### src/rtl/uart_alu_frame.sv
// Collects an A/B/opcode frame from a UART receiver, presents the operands to an
// external ALU and streams the result back MSB byte first. Define UART_ALU_CHECKSUM_EN for the XOR check byte.
module uart_alu_frame #(
  parameter int N                 = 8,
  parameter int BYTES_PER_OPERAND = 2,
  parameter int TIMEOUT_CYCLES    = 100000
) (
  input  logic                           clk,
  input  logic                           reset,
  input  logic [N-1:0]                   i_data_rx,
  input  logic                           i_rx_valid,
  input  logic                           i_tx_done,
  input  logic [N*BYTES_PER_OPERAND-1:0] i_alu_result,
  output logic [N*BYTES_PER_OPERAND-1:0] o_A,
  output logic [N*BYTES_PER_OPERAND-1:0] o_B,
  output logic [N-1:0]                   o_op,
  output logic [N-1:0]                   o_tx,
  output logic                           o_tx_start,
  output logic                           o_busy,
  output logic                           o_error
);
  localparam int W  = N * BYTES_PER_OPERAND;
  localparam int CW = $clog2(BYTES_PER_OPERAND + 1);
  localparam int TW = $clog2(TIMEOUT_CYCLES) + 1;
  localparam logic [CW-1:0] CNT_FULL = CW'(BYTES_PER_OPERAND);
  localparam logic [TW-1:0] TMO_LAST = TW'(TIMEOUT_CYCLES - 1);

`ifdef UART_ALU_CHECKSUM_EN
  typedef enum logic [2:0] {IDLE, RX_A, RX_B, RX_OP, RX_CHK, EXEC, TX_SEND, TX_WAIT} state_t;
`else
  typedef enum logic [2:0] {IDLE, RX_A, RX_B, RX_OP, EXEC, TX_SEND, TX_WAIT} state_t;
`endif

  state_t        state_q, state_d;
  logic [W-1:0]  a_q, a_d, b_q, b_d, sh_q, sh_d;
  logic [N-1:0]  op_q, op_d, tx_q, tx_d;
  logic [CW-1:0] cnt_q, cnt_d, cnt_inc;
  logic [TW-1:0] tmo_q, tmo_d;
  logic          err_q, err_d;
  logic          rx_state, tmo_fire;
  logic [W-1:0]  rx_ext;

  assign rx_ext  = W'(i_data_rx);
  assign cnt_inc = cnt_q + CW'(1);

`ifdef UART_ALU_CHECKSUM_EN
  logic [N-1:0] chk_q, chk_d;

  // Running XOR of every A, B and opcode byte; the first byte of a frame restarts it.
  always_comb begin
    chk_d = chk_q;
    if (i_rx_valid) begin
      if (state_q == IDLE)
        chk_d = i_data_rx;
      else if (state_q == RX_A || state_q == RX_B || state_q == RX_OP)
        chk_d = chk_q ^ i_data_rx;
    end
  end

  always_ff @(posedge clk) begin
    if (reset) chk_q <= '0;
    else       chk_q <= chk_d;
  end
`endif

  always_comb begin
    rx_state = (state_q == RX_A) || (state_q == RX_B) || (state_q == RX_OP);
`ifdef UART_ALU_CHECKSUM_EN
    if (state_q == RX_CHK) rx_state = 1'b1;
`endif
  end

  // A byte arriving in the expiry cycle wins because the fire condition requires !i_rx_valid.
  assign tmo_fire = rx_state && !i_rx_valid && (tmo_q == TMO_LAST);

  always_comb begin
    state_d = state_q;
    a_d     = a_q;
    b_d     = b_q;
    op_d    = op_q;
    sh_d    = sh_q;
    tx_d    = tx_q;
    cnt_d   = cnt_q;
    err_d   = 1'b0;
    tmo_d   = '0;
    if (rx_state && !i_rx_valid)
      tmo_d = (tmo_q == '1) ? tmo_q : tmo_q + TW'(1);

    case (state_q)
      IDLE: if (i_rx_valid) begin
        a_d = (a_q << N) | rx_ext;
        if (CNT_FULL == CW'(1)) begin
          state_d = RX_B;
          cnt_d   = '0;
        end else begin
          state_d = RX_A;
          cnt_d   = CW'(1);
        end
      end
      RX_A: if (i_rx_valid) begin
        a_d   = (a_q << N) | rx_ext;
        cnt_d = cnt_inc;
        if (cnt_inc == CNT_FULL) begin
          state_d = RX_B;
          cnt_d   = '0;
        end
      end
      RX_B: if (i_rx_valid) begin
        b_d   = (b_q << N) | rx_ext;
        cnt_d = cnt_inc;
        if (cnt_inc == CNT_FULL) begin
          state_d = RX_OP;
          cnt_d   = '0;
        end
      end
      RX_OP: if (i_rx_valid) begin
        op_d = i_data_rx;
`ifdef UART_ALU_CHECKSUM_EN
        state_d = RX_CHK;
`else
        state_d = EXEC;
`endif
      end
`ifdef UART_ALU_CHECKSUM_EN
      RX_CHK: if (i_rx_valid) begin
        if (i_data_rx == chk_q) begin
          state_d = EXEC;
        end else begin
          err_d   = 1'b1;
          state_d = IDLE;
        end
      end
`endif
      EXEC: begin
        sh_d    = i_alu_result;
        cnt_d   = CNT_FULL;
        state_d = TX_SEND;
      end
      TX_SEND: begin
        tx_d    = sh_q[W-1 -: N];
        state_d = TX_WAIT;
      end
      TX_WAIT: if (i_tx_done) begin
        sh_d    = sh_q << N;
        cnt_d   = cnt_q - CW'(1);
        state_d = (cnt_q == CW'(1)) ? IDLE : TX_SEND;
      end
      default: state_d = IDLE;
    endcase

    if (tmo_fire) begin
      err_d   = 1'b1;
      state_d = IDLE;
      cnt_d   = '0;
      tmo_d   = '0;
    end
  end

  always_ff @(posedge clk) begin
    if (reset) begin
      state_q <= IDLE;
      a_q     <= '0;
      b_q     <= '0;
      op_q    <= '0;
      sh_q    <= '0;
      tx_q    <= '0;
      cnt_q   <= '0;
      tmo_q   <= '0;
      err_q   <= 1'b0;
    end else begin
      state_q <= state_d;
      a_q     <= a_d;
      b_q     <= b_d;
      op_q    <= op_d;
      sh_q    <= sh_d;
      tx_q    <= tx_d;
      cnt_q   <= cnt_d;
      tmo_q   <= tmo_d;
      err_q   <= err_d;
    end
  end

  // o_tx shows the new byte during TX_SEND itself and is held in tx_q afterwards.
  assign o_tx       = (state_q == TX_SEND) ? sh_q[W-1 -: N] : tx_q;
  assign o_tx_start = (state_q == TX_SEND);
  assign o_busy     = (state_q != IDLE);
  assign o_error    = err_q;
  assign o_A        = a_q;
  assign o_B        = b_q;
  assign o_op       = op_q;

endmodule

### config.mk
export PLATFORM = sky130hd
export DESIGN_NAME = uart_alu_frame
export DESIGN_NICKNAME = d
export VERILOG_FILES = /design/src/rtl/uart_alu_frame.sv
export SDC_FILE = /design/constraint.sdc
export NUM_CORES = 1
export LEC_CHECK = 0
export ABC_AREA = 0
export ABC_CLOCK_PERIOD_IN_PS = 1600
export CORE_MARGIN = 2
export CORE_UTILIZATION = 46
export CTS_CLUSTER_DIAMETER = 50
export DETAILED_ROUTE_END_ITERATION = 10
export GPL_TIMING_DRIVEN = 0
export PLACE_DENSITY = 0.76
export SKIP_LAST_GASP = 1
export SYNTH_ARGS = -nofsm -noshare
export SYNTH_HDL_FRONTEND = slang
export SYNTH_SLANG_ARGS = --single-unit
### constraint.sdc
create_clock -name clk -period 1.6 [get_ports clk]
set_input_delay 0.48 -clock clk [delete_from_list [all_inputs] [get_ports clk]]
set_output_delay 0.48 -clock clk [all_outputs]
set_load 0.005 [all_outputs]
* Word level (Yosys, flattened, before mapping)
Cells that the tools add are included.
** Operators by class
- Add/subtract/negate cells :: 3
- Equality and inequality tests :: 18
- Multiplexer cells :: 18
- Bitwise logic cells :: 3
- Reduce and logical (&&, ||, !) cells :: 19
** Operators with widths (count)
- $or A16 B8 Y16 :: 2
- $pmux W16 S2 :: 1
- $mux W3 :: 8
- $pmux W3 S7 :: 1
- $add A18 B1 Y18 const B :: 1
- $eq A18 B17 Y1 const B :: 1
- $eq A18 B18 Y1 const B :: 1
- $mux W16 :: 1
- $ne A2 B2 Y1 const B :: 5
- $eq A3 B3 Y1 const B :: 3
- $mux W2 :: 4
- $mux W8 :: 1
- $pmux W2 S4 :: 1
- $reduce_and A2 Y1 :: 4
- $reduce_and A7 Y1 :: 1
- $eq A3 B2 Y1 const B :: 2
- $ne A2 B1 Y1 const B :: 3
- $reduce_or A2 Y1 :: 3
- $reduce_and A4 Y1 :: 1
- $reduce_bool A4 Y1 :: 1
- $eq A3 B1 Y1 const B :: 1
- $logic_not A3 Y1 :: 1
- $reduce_bool A3 Y1 :: 1
- $reduce_or A3 Y1 :: 1
- 10 further kinds :: 12
** Word-level totals
- Bits in registers :: 88
- Word-level logic and storage cells :: 70

* Longest topological paths before layout
Gate-level depths: netlist of the first run.
- Depth after elaboration :: 6
- Gate-level depth with buffers :: 6
- Mapped depth without buffers :: 6

* Worst setup path after synthesis of the first run
Ideal clock, no wire load.
- Kind :: register -> register
- From :: register tmo_q[0]
- To :: register tmo_q[2]
- Library setup time :: 72 ps
- Data arrival time :: 1621 ps
- Required time :: 1528 ps
- Slack :: -92 ps
- Cell stages (with the launch flop) :: 6
- Path buffers :: 0
- Period minus slack after synthesis :: 1692 ps
- Cell sequence :: dfxtp_1 > ha_1 > nand4_2 > or4_4 > o21ai_2 > mux2i_1
** On the way
- Longest elaborated chain between the ends :: 3
- Elaborated cells on any way between the ends :: 5
- Classes of those cells :: add/sub: 1; eq/ne: 2; reduce/logical: 2
** RTL lines
- from (decl) :: line 38 : logic [TW-1:0] tmo_q, tmo_d;
- from (signal assigned) :: line 178 : tmo_q <= tmo_d;
- parallel branches: the longest is 3 deep, another holds $add A18 B1 Y18
Several ways; the timed one is not identified.
A chain may end at the register's enable or synchronous reset.

* Final worst setup path of the first run
- From :: register state_q[1]
- To :: output port o_tx[4]
** On the way
- Longest elaborated chain between the ends :: 2
** RTL lines
- from (decl) :: line 34 : state_t state_q, state_d;
- from (signal assigned) :: line 171 : state_q <= state_d;
- $eq A3 B3 Y1 :: line 184 : assign o_tx = (state_q == TX_SEND) ? sh_q[W-1 -: N] : tx_q;
- $mux W8
- to (decl) :: line 17 : output logic [N-1:0] o_tx,
No other way between the ends.

==> summary.txt, run 1 <==
Setup path
  • Kind of critical path: flop to output pin
  • CP bufs+invs: 3
  • Crit-path most repeated cell: buf_6
  • Reg2reg path depth: 9
  • Critical Path End Type: output pin
  • CP startpoint kind: flop
  • CP max FO: 4
  • Worst Path Arrival: around 1.5 ns
  • Worst EP required: around 1.1 ns
  • Worst path cell trace: inv_8 > nand3_4 > buf_6 > mux2_4 > buf_6
  • Cell depth of the worst setup path: 5
  • CP peak stage delay: approximately 0.37 ns
  • Critical path's top delay family: flip-flops
  • CP max-delay cell: dfxtp_4

Synth
  • Synthesized instance count: around 460
  • EDFF count, synth: 0
  • Synth Area per Inst: ~8.3 um^2
  • Syn. warnings: 0
  • Ranking of synthesized cells by area: dfxtp_1 (46%), nand2_1 (10%), a21oi_1 (8.0%)
  • Most used DFF post-synth: dfxtp_1
  • Number of synthesized register bits: 88
  • Sequential area share after synthesis: a little under half
  • Share of the synthesized area in the top cell type: 46.3%
  • Synth cell count leaders: nand2_1 (101), dfxtp_1 (88), a21oi_1 (61), nor2_1 (26), clkbuf_1 (17)
  • Synth Cell Area: about 0.0038 mm^2
  • Count leader, synth: nand2_1
  • Syn nets: 489
  • Ys async rst share: 0%
  • Netlist cell types: 56
  • Synth area leader: dfxtp_1

Detailed routing
  • Drc violations: 0
  • Routed wire length: ~12 mm
  • Vias per cell: approximately 5.6
  • DR WL met3: roughly 680 um
  • Drt initial violations: 190
  • Routed met2 length: just under 6 mm
  • Max Used Layer: met4
  • Via count: a little under 4k
  • Routed met1 length: between 4 and 5 mm
  • Avg WL per Cell: between 15 and 20 um
  • Post-DRT Antenna Nets: 0
  • DR pass1 iterations: 4

Clock tree
  • Clk Latency, worst-skew pair: around 0.37 ns
  • Root Buffer: clkbuf_8
  • Cts hold-fix bufs: 0
  • # clock sinks: slightly below 90
  • Worst-case clock buffer depth: 2
  • Number of CTS-inserted buffers: 9
  • TritonCTS clock tree: built
  • H-tree level count: 3
  • Clk pin slew, worst setup/hold paths: about 0.10 ns

Cells and area
  • Antenna Cells: 0
  • Area delta synth->final: 50.7%
  • Layout cells sized above 1: between 30% and 40%
  • Fin area: approximately 0.0057 mm^2
  • Final net count: approximately 620
  • Util after Layout: a little over two thirds

Worst hold path
  • Min-Delay Path Class: flop to flop
  • Hold depth: 2

Status
  • Status: complete, but fails checks
  • Failing checks: setup timing

Global route
  • Vias in the first global route: ~3.7k
  • Largest net degree at the start of global routing: 18
  • Initial antenna violation count: 0
  • Total GRT Usage: 25.3%
  • Overflow after GRT: 0
  • First-pass GRT wire length: 17.9 mm

Floorplanning
  • Initial Util: a little under half
  • Die Ht: around 95 um
  • IO Pins: a little under 80
  • Core ar.: 0.00813 mm^2
  • Die Footprint: roughly 0.009 mm^2
  • Chip width: between 90 and 100 um
  • Cell Rows: 33

Power
  • Pwr dens: between 700 and 800 mW/mm^2
  • Lkg Pwr: 2.30 nW
  • VDD IR max: between 500 and 600 uV

Placement
  • RD Place Congestion: a little under 0.9
  • Post-DP Area: about 0.0048 mm^2
  • Pre-CTS WS: -0.789 ns
  • Port buffer count: 78
  • DPL Wire Length: approximately 7 mm

Timing
  • Worst slew pin tran: between 0.5 and 0.6 ns
  • Final setup viols: 34
  • Fmax: 519 MHz
  • TNS Setup: -5.16 ns
  • Final period util: 120%
  • Fin crit period: 1.93 ns
  • Hold Fails Final Rpt: 0
  • Worst Clk Skew: about 0.015 ns
  • RSZ-0062 raised after global routing: yes
  • Pins Over Slew Limit: 0
  • Setup WS post-layout: -0.327 ns
  • Slew margin rel.: between 60% and 70%

Flow run
  • Maxcap violations: 0
## timing repair
item	in CTS	in global routing
setup buffers	27	19
gates cloned	1	2
endpoints found under the setup margin	119	76
gates resized for setup	191	76
pin swaps	13	20
hold endpoints to repair	0	0
## power by group
group	total, W	internal (W)	switching (W)
registers	0.00224	0.00221	0.0000303
clock network	0.00167	0.000755	0.000910
logic	0.000412	0.000191	0.000221
## stage by stage
stage | total power (W) | hold WS [ns] | instances
after floorplan | 0.00246 | 0.453 | 458
after global placement | 0.00264 | 0.442 | 641
after detailed placement | 0.00264 | 0.449 | 641
after CTS | 0.00429 | 0.459 | 683
after global routing | 0.00447 | 0.477 | 700
final | 0.00432 | 0.455 | 700
## final timing paths
check                           startpoint        end  slack (ns)
worst min register to register     o_B[10]    o_B[10]        0.45
worst max register to register  state_q[2]  tmo_q[14]       -0.21
worst min-delay path               o_B[10]    o_B[10]        0.45
worst max-delay path            state_q[1]    o_tx[4]       -0.33
## kinds of logic after synthesis
family	count (synthesis)	synth area share [%]
DFF	88	46.3
buffers and inverters	34	3.65
muxes	12	3.42
adders and majority gates	3	0.987
and+or+nand+nor	209	27.5
AOI/OAI and AO/OA	112	18.1
## sequential cells by signal, indices dropped and copies added, names as in the netlist
signal	flops
tmo_q	18
sh_q	16
cnt_q	2
o_A	16
o_B	16
o_op	8
o_error	1
state_q	3
tx_q	8
## metal layers
metal,GRT usage (%),vias up
met5,0,-
met4,8.82,0
met3,4.95,21
met2,41.4,143
met1,33.3,1867
li1,-,1898
## final cells by class
class	count	area [um^2]
Inverter	10	45.0
Timing Repair Buffer	124	1110
Fill cell	603	2400
Sequential cell	88	1850
Multi-Input combinational cell	338	2240
Clock buffer	9	124
Tap cell	105	131
Buffer	19	148
Clock inverter	7	85.1
## layout by cell type, fill, tap and decap left out, types with 3 or more instances in the layout
cell type,instances
and2_1,8
a311oi_1,6
nor2_1,23
and4_1,3
a22oi_1,8
inv_8,3
o211ai_1,4
nor3_1,4
inv_2,3
dfxtp_1,38
clkbuf_4,4
buf_4,38
nand3_4,6
mux2_4,8
clkbuf_8,9
or3_1,3
nor3_4,3
buf_6,24
mux2i_1,4
dfxtp_4,10
a21oi_1,59
nor4_1,3
nand2_1,101
inv_1,6
nand3_1,13
dfxtp_2,40
o21ai_0,8
nor3_2,8
nand2b_1,4
clkbuf_2,6
clkdlybuf4s50_1,26
o31ai_1,3
dlygate4sd2_1,41
## tightest hold or removal path, delay by kind of cell, from the launching register on
family,cells,cell delay [ns]
AO/OA/AOI/OAI,1,0.05
flip-flops,1,0.33
AND/OR/NAND/NOR,1,0.04
(Power assumes the default switching activity.)
==> run 2, diff against run 1 <==
- CTS_CLUSTER_DIAMETER: 50 -> default
- PLACE_DENSITY: 0.76 -> 0.78
- REMOVE_ABC_BUFFERS: default -> 1
==> run 2 against run 1 <==
  * The run still ends with setup timing left
  * Sequential power hardly changed
  * Combinational power rose by 2%
  * Largest cell class unchanged
  * Global-route usage is 1.3 points lower
==> summary.txt, run 2 (same netlist as run 1, synthesis figures left out) <==
Worst hold path
  • Hold Startpoint: reset (was o_B[10])
  • Min-Delay Path Class: input pin to flop (was flop to flop)

Timing
  • Setup WS post-layout: -0.434 ns (was -0.327 ns)
  • Worst hold slack: 0.402 ns (was 0.455 ns)
  • Final setup viols: 31 (was 34)
  • Pins Over Slew Limit: 0 (unchanged)
  • Hold Fails Final Rpt: 0 (unchanged)
  • RSZ-0062 raised after global routing: yes (unchanged)
  • Slew margin rel.: 67.9% (was 63.6%)
  • Fin crit period: 2.03 ns (was 1.93 ns)
  • Fmax: 492 MHz (was 519 MHz)
  • Worst slew pin tran: 0.477 ns (was 0.547 ns)
  • Worst Clk Skew: 0.0113 ns (was 0.0148 ns)
  • Final period util: 127% (was 120%)

Cells and area
  • Most frequent cells in the layout: nand2_1 (99), a21oi_1 (55), dfxtp_1 (42), dlygate4sd2_1 (42), dfxtp_2 (40) (was nand2_1 (101), a21oi_1 (59), dlygate4sd2_1 (41), dfxtp_2 (40))
  • Util after Layout: 69.4% (was 70.5%)
  • Commonest non-fill, non-tap cell in the layout: nand2_1 (unchanged)
  • Largest reg by FF count: tmo_q (unchanged)
  • Layout Cells excl Fill: 680 (was 700)
  • Final net count: 601 (was 621)
  • Fin area: 0.00565 mm^2 (was 0.00573 mm^2)
  • Layout cells sized above 1: 32.7% (was 34.1%)
  • Number of flip-flops under the largest register name: 18 (unchanged)
  • Antenna Cells: 0 (unchanged)
  • Area delta synth->final: 48.5% (was 50.7%)

Floorplanning
  • Initial Util: 46.8% (unchanged)
  • Chip width: 94.9 um (unchanged)
  • IO Pins: 79 (unchanged)
  • Core ar.: 0.00813 mm^2 (unchanged)
  • Cell Rows: 33 (unchanged)
  • Die Ht: 94.9 um (unchanged)
  • Die Footprint: 0.00901 mm^2 (unchanged)

Status
  • Failing checks: setup timing (unchanged)
  • Status: complete, but fails checks (unchanged)

Detailed routing
  • Post-DRT Antenna Nets: 0 (unchanged)
  • Drt initial violations: 234 (was 190)
  • Via count: 3,856 (was 3,929)
  • Drc violations: 0 (unchanged)
  • Avg WL per Cell: 16.2 um (was 16.6 um)
  • DR pass1 iterations: 5 (was 4)
  • Vias per cell: 5.67 (was 5.61)
  • Routed wire length: 11.0 mm (was 11.6 mm)

Setup path
  • CP Launch Point: state_q[1] (unchanged)
  • Crit Reg-Reg Startpoint: state_q[2] (unchanged)
  • CP startpoint kind: flop (unchanged)
  • Worst EP required: 1.12 ns (about the same)
  • CP max FO: 5 (was 4)
  • Critical Path End Type: output pin (unchanged)
  • Kind of critical path: flop to output pin (unchanged)
  • Worst Path Arrival: 1.55 ns (was 1.45 ns)

Clock tree
  • H-tree level count: 3 (unchanged)
  • Cts hold-fix bufs: 0 (unchanged)
  • Number of CTS-inserted buffers: 9 (unchanged)
  • Clk pin slew, worst setup/hold paths: 0.09 ns (was 0.10 ns)
  • # clock sinks: 88 (unchanged)
  • Clk Latency, worst-skew pair: 0.36 ns (was 0.37 ns)
  • Worst-case clock buffer depth: 2 (unchanged)
  • Root Buffer: clkbuf_8 (unchanged)
  • TritonCTS clock tree: built (unchanged)

Placement
  • Port buffer count: 78 (unchanged)
  • Pre-CTS WS: -1.15 ns (was -0.789 ns)
  • DPL Wire Length: 6.55 mm (was 7.07 mm)
  • Post-DP Area: 0.00463 mm^2 (was 0.00476 mm^2)
  • Inst Count DP: 618 (was 641)
  • RD Place Congestion: 0.868 (was 0.879)

Power
  • VDD IR max: 552 uV (was 522 uV)
  • Pwr dens: 732 mW/mm^2 (was 753 mW/mm^2)
  • Lkg Pwr: 2.20 nW (was 2.30 nW)

Flow run
  • Maxcap violations: 0 (unchanged)

Global route
  • Vias in the first global route: 3,653 (was 3,697)
  • Total GRT Usage: 24.0% (was 25.3%)
  • Overflow after GRT: 0 (unchanged)
  • Largest net degree at the start of global routing: 53 (was 18)
  • First-pass GRT wire length: 17.1 mm (was 17.9 mm)
  • Initial antenna violation count: 0 (unchanged)
## run 2: metrics by stage
step           total power [W]  TNS, ns
2_1_floorplan          0.00243    -6.54
3_3_place_gp           0.00261  -121.10
3_5_place_dp           0.00262   -59.91
4_1_cts                0.00410    -3.53
5_1_grt                0.00430    -9.30
6_report               0.00414    -7.35
## run 2: worst max-delay path, cell delays in order, from the launching register on
cell and delay (ns):
dfxtp_4 0.38, clkinvlp_4 0.15, nand3_4 0.15, buf_6 0.11
mux2_4 0.30, buf_6 0.12
## run 2: what timing repair did
action                     4_1_cts  5_1_grt
pin swaps                       15       12
gates resized for setup        189       44
gates cloned                     1        1
setup endpoints to repair      139       77
buffers inserted                40        4
## run 2: area by class of cell
class	count	area, um^2
Clock inverter	7	60.1
Clock buffer	9	124
Tap cell	105	131
Timing Repair Buffer	124	1180
Inverter	10	45.0
Fill cell	595	2490
Multi-Input combinational cell	337	2270
Sequential cell	88	1830
## run 2: layer usage
metal	wire length (um)	track usage (%)
met3	536	4.95
met2	5730	41.8
met4	206	9.90
met1	4540	28.8
met5	0	0
## run 2: final timing paths
kind	endpoint	slack (ns)	depth (start not counted)
worst max register to register	tmo_q[12]	-0.27	8
worst min-delay path	o_A[15]	0.40	2
worst max-delay path	o_tx[4]	-0.43	5
worst min register to register	o_B[15]	0.45	2
## run 2: power breakdown
part           internal (W)  total, W  switching, W
clock network      0.000591   0.00146      0.000872
logic              0.000201  0.000419      0.000219
registers           0.00222   0.00225     0.0000341
